`src/rtl/p18_game_sequencer.sv`:
```
// Breakout game-flow controller: serve / play / lost / clear / over phases,
// spare-ball count, and ball hold / launch / level-reload strobes.
module p18_game_sequencer #(
  parameter logic [1:0] START_LIVES  = 2'd3,
  parameter logic [7:0] SERVE_FRAMES = 8'd60,
  parameter logic [7:0] PAUSE_FRAMES = 8'd90,
  parameter logic [7:0] OVER_FRAMES  = 8'd180
) (
  input  logic       clk,
  input  logic       nRst,
  input  logic       frame_tick,
  input  logic       start_btn,
  input  logic       ball_lost,
  input  logic       bricks_cleared,
  output logic [1:0] lives,
  output logic       lives_blink,
  output logic       ball_hold,
  output logic       ball_launch,
  output logic       level_reset,
  output logic       game_over,
  output logic [2:0] state
);

  typedef enum logic [2:0] {
    IDLE  = 3'd0,
    SERVE = 3'd1,
    PLAY  = 3'd2,
    LOST  = 3'd3,
    CLEAR = 3'd4,
    OVER  = 3'd5
  } st_t;

  st_t        st;
  logic       start_q;
  logic [7:0] frame_cnt;
  logic [7:0] cnt_dec;
  logic       start_edge;
  logic       expire;

  assign state      = st;
  assign start_edge = start_btn & ~start_q;
  assign expire     = frame_tick && (frame_cnt == 8'd0);
  assign cnt_dec    = (frame_tick && (frame_cnt != 8'd0)) ? frame_cnt - 8'd1 : frame_cnt;

  // Outputs are set from the state being entered so they line up with state.
  always_ff @(posedge clk or negedge nRst) begin
    if (!nRst) begin
      st          <= IDLE;
      start_q     <= 1'b0;
      frame_cnt   <= 8'd0;
      lives       <= 2'd0;
      lives_blink <= 1'b0;
      ball_hold   <= 1'b1;
      ball_launch <= 1'b0;
      level_reset <= 1'b0;
      game_over   <= 1'b0;
    end else begin
      start_q     <= start_btn;
      frame_cnt   <= cnt_dec;
      ball_launch <= 1'b0;
      level_reset <= 1'b0;
      lives_blink <= 1'b0;
      case (st)
        IDLE: begin
          ball_hold <= 1'b1;
          game_over <= 1'b0;
          if (start_edge) begin
            lives       <= START_LIVES;
            level_reset <= 1'b1;
            frame_cnt   <= SERVE_FRAMES;
            st          <= SERVE;
          end
        end
        SERVE: if (expire || start_edge) begin
          ball_launch <= 1'b1;
          ball_hold   <= 1'b0;
          st          <= PLAY;
        end
        PLAY: begin
          // A clear beats a simultaneous loss, so no life is taken.
          if (bricks_cleared) begin
            st        <= CLEAR;
            frame_cnt <= PAUSE_FRAMES;
            ball_hold <= 1'b1;
          end else if (ball_lost) begin
            st          <= LOST;
            frame_cnt   <= PAUSE_FRAMES;
            ball_hold   <= 1'b1;
            lives_blink <= PAUSE_FRAMES[3];
          end
        end
        LOST: begin
          if (expire) begin
            if (lives == 2'd0) begin
              st        <= OVER;
              frame_cnt <= OVER_FRAMES;
              game_over <= 1'b1;
            end else begin
              lives     <= lives - 2'd1;
              frame_cnt <= SERVE_FRAMES;
              st        <= SERVE;
            end
          end else begin
            lives_blink <= cnt_dec[3];
          end
        end
        CLEAR: if (expire) begin
          if (lives != 2'd3) lives <= lives + 2'd1;
          level_reset <= 1'b1;
          frame_cnt   <= SERVE_FRAMES;
          st          <= SERVE;
        end
        OVER: begin
          lives <= 2'd0;
          if (expire) begin
            st        <= IDLE;
            game_over <= 1'b0;
          end
        end
        default: begin
          st        <= IDLE;
          ball_hold <= 1'b1;
          game_over <= 1'b0;
        end
      endcase
    end
  end

endmodule

```
`config.mk`:
```
export PLATFORM = sky130hd
export DESIGN_NAME = p18_game_sequencer
export DESIGN_NICKNAME = d
export VERILOG_FILES = /design/src/rtl/p18_game_sequencer.sv
export SDC_FILE = /design/constraint.sdc
export NUM_CORES = 1
export LEC_CHECK = 0
export ABC_AREA = 1
export CAP_MARGIN = 10
export CORE_UTILIZATION = 49
export DETAILED_ROUTE_END_ITERATION = 7
export PLACE_DENSITY = 0.75
export REMOVE_ABC_BUFFERS = 1
export SKIP_CTS_REPAIR_TIMING = 1
export SLEW_MARGIN = 10
export SYNTH_ARGS = -nofsm -noshare
export SYNTH_HDL_FRONTEND = slang
export SYNTH_SLANG_ARGS = --single-unit
```
`constraint.sdc`:
```
create_clock -name clk -period 1.4 [get_ports clk]
set_input_delay 0.14 -clock clk [delete_from_list [all_inputs] [get_ports clk]]
set_output_delay 0.14 -clock clk [all_outputs]
set_load 0.01 [all_outputs]
```
==> impl_metrics.json <==
{
  "status": "complete, but fails checks",
  "violations": "setup timing",
  "synth-async-reset-ratio_pct": 100,
  "top_register": "frame_cnt",
  "worstSetupPathType": "reg -> reg",
  "rsz0062_at_grt": "yes",
  "die_h_um": 52.6,
  "syn_inst": 186,
  "netSwitchingFraction_pct": 47.6,
  "final_nets": 249,
  "cp.arrival_ps": 1790,
  "clk_pin_slew_ps": 110,
  "grt_pass1_vias": 1311,
  "rr_worst_depth": 9,
  "synth_seq_cells": 19,
  "r2r_end": "frame_cnt[7]",
  "avgSynthCellArea_um2": 6.74,
  "cp_max_fo": 5,
  "grt.overflow.total": 0,
  "slowest_stage": "dfrtp_1",
  "htree_levels": 1,
  "routed_wl_um": 4120,
  "core-area_mm2": 0.00232,
  "ir_drop_mv": 1.70,
  "final-setup-viol-count": 18,
  "synth_top_area_share_pct": 35.9,
  "synth_compound_area_share_pct": 9.78,
  "ant_nets": 0,
  "combPwrFrac_pct": 70.1,
  "critPathCaptureType": "register",
  "worstHoldPathType": "in -> async",
  "largest_reg_flops": 8,
  "synthAdderAreaFrac_pct": 0.998,
  "cts_buffers": 3,
  "seq_power_share_pct": 23.1,
  "place_area_mm2": 0.00165,
  "clock-sinks": 19,
  "num_rows": 17,
  "required_ps": 1590,
  "fillers": 136,
  "cts-root-buf": "clkbuf_4",
  "via_count": 1435,
  "grt_pass1_wl_um": 5360,
  "power_density_mw_per_mm2": 2290,
  "multiInputGateArea_um2": 838,
  "r2r_slack_ps": -200,
  "antenna_found_initial": 0,
  "power.switching_w": 0.00209,
  "r2r-start": "frame_cnt[1]",
  "synthToLayoutAreaGrowth_pct": 53.4,
  "ys_top_cells_by_area": "dfrtp_1 36%, nand2_1 19%, nor2_1 7.8%",
  "die-area_mm2": 0.00276,
  "final_cell_mix": "56 x nand2_1, 32 x buf_4, 18 x inv_1, 18 x nor2_1, 15 x dfrtp_1",
  "start_util_pct": 54.1,
  "insertedDiodeCount": 0,
  "final-seq-area_um2": 480,
  "synth-edff-count": 0,
  "maxCapViolations": 0,
  "yosys_warnings": 0,
  "tritoncts": "done",
  "startpoint_type": "register",
  "path_cells": "inv_2 > ha_4 > nand2_4 > nor2_4 > nand3_4 > nand2_1 > nand2_1 > nand3_1 > o21ai_0",
  "final_hold_viol_count": 0,
  "fin_crit_ps": 1600,
  "cp_slowest_stage_delay_ps": 430,
  "dr.pass1.iters": 4,
  "max_freq_mhz": 625,
  "clkLatencyLatePin_ps": 310,
  "grt_start_max_net_pins": 20,
  "gp_congestion": 0.929,
  "synth_xor_area_share_pct": 3.49,
  "fin_skew_ps": 1.58,
  "hpwl_um": 2570,
  "hold_ws_ps": 149,
  "crit_family": "simple AND/OR/NAND/NOR gates",
  "syn_area_mm2": 0.00125,
  "drt_iter0_drc": 49,
  "remaining_drc_errors": 0,
  "fin_area_mm2": 0.00192,
  "layout_commonest_cell": "nand2_1",
  "setup_ws_ps": -200,
  "boundaryPins": 16,
  "drt-vias-per-instance": 5.33,
  "io_buffers": 15,
  "synth_ff_type": "dfrtp_1",
  "drive_above_1_share_pct": 36.5,
  "yosysTopAreaCell": "dfrtp_1",
  "synth_cell_type_count": 25,
  "relSlewSlack_pct": 77.0,
  "track_usage_pct": 27.2,
  "crit_buf_inv": 1,
  "intPower_w": 0.00230,
  "die_w_um": 52.6,
  "seq_area_frac_synth_pct": 38.0,
  "muxShareOfSynthArea_pct": 0,
  "synth_top_family_by_area": "simple AND/OR/NAND/NOR gates",
  "p_leak_nw": 1.01,
  "tightest_slew_ps": 344,
  "startpoint": "frame_cnt[1]",
  "crit_path_frequent_cell": "nand2_1",
  "post-route-period-util_pct": 114,
  "ctsLongestPathBuffers": 2,
  "pwr-share-clk_pct": 6.8,
  "synth-simple-area-share_pct": 39.9,
  "wl_per_cell_um": 15.3,
  "p_total_w": 0.00439,
  "maxSlewViolCount": 0
}
## Yosys cell counts (4+ instances only)
master	number
dfrtp_1	18
inv_2	5
nor2_2	4
inv_1	21
nand2_2	5
nor2_1	26
o21ai_0	9
xor2_1	5
nand3_1	8
nand2_1	65
## worst max path at each step
stage	cells past startpoint	to	slack, ps
global route	9	lives[0]	-280
CTS	11	state[0]	-280
detailed placement	10	state[0]	-250
finish	9	frame_cnt[7]	-200
global placement	10	state[0]	-160
floorplan	11	state[0]	-100
## kinds of logic (layout without fill, tap and decap cells)
| logic type | after synthesis | in the layout |
|---|---|---|
| DFF | 19 | 19 |
| AOI/OAI and AO/OA | 20 | 20 |
| buffers and inverters | 26 | 80 |
| adders and majority gates | 1 | 1 |
| xor gates and xnor gates | 5 | 5 |
| and+or+nand+nor | 115 | 116 |
## layout make-up
cell class                 instances  area share [%]
tap                               28            1.82
clock buffer                       4            1.37
timing repair buffer              50            23.2
inverter                          26            5.07
multi-input combinational        142            43.6
sequential                        19            25.0
## metal layers
layer	vias to the layer above	global-route usage [%]	routed length (µm)
met5	-	0	0
met4	0	11.4	75
met3	10	6.67	122
met2	43	50.8	2330
met1	692	28.4	1590
li1	690	-	-
## worst reg2reg max path, stage by stage, from the launching register on
cell	delay [ps]
dfrtp_1	430
inv_2	100
ha_4	170
nand2_4	60
nor2_4	120
nand3_4	150
nand2_1	140
nand2_1	110
nand3_1	100
o21ai_0	110
## metrics by stage
stage / util, % / instances / setup slack (ps) / TNS [ps]
floorplan: - / 186 / -105 / -522
global placement: 71.1 / 257 / -163 / -1370
detailed placement: 71.1 / 257 / -246 / -2570
CTS: 72.3 / 261 / -281 / -3870
global route: 82.9 / 269 / -276 / -3540
finish: 82.9 / 269 / -200 / -2370
## power by group through the flow
stage	logic (W)	registers (W)	clock network [W]
floorplan	0.00133	0.00105	0
global placement	0.00232	0.00100	0
detailed placement	0.00240	0.00102	0
CTS	0.00243	0.00100	0.000301
global route	0.00333	0.00104	0.000325
finish	0.00308	0.00101	0.000298
(Power assumes the default switching activity.)
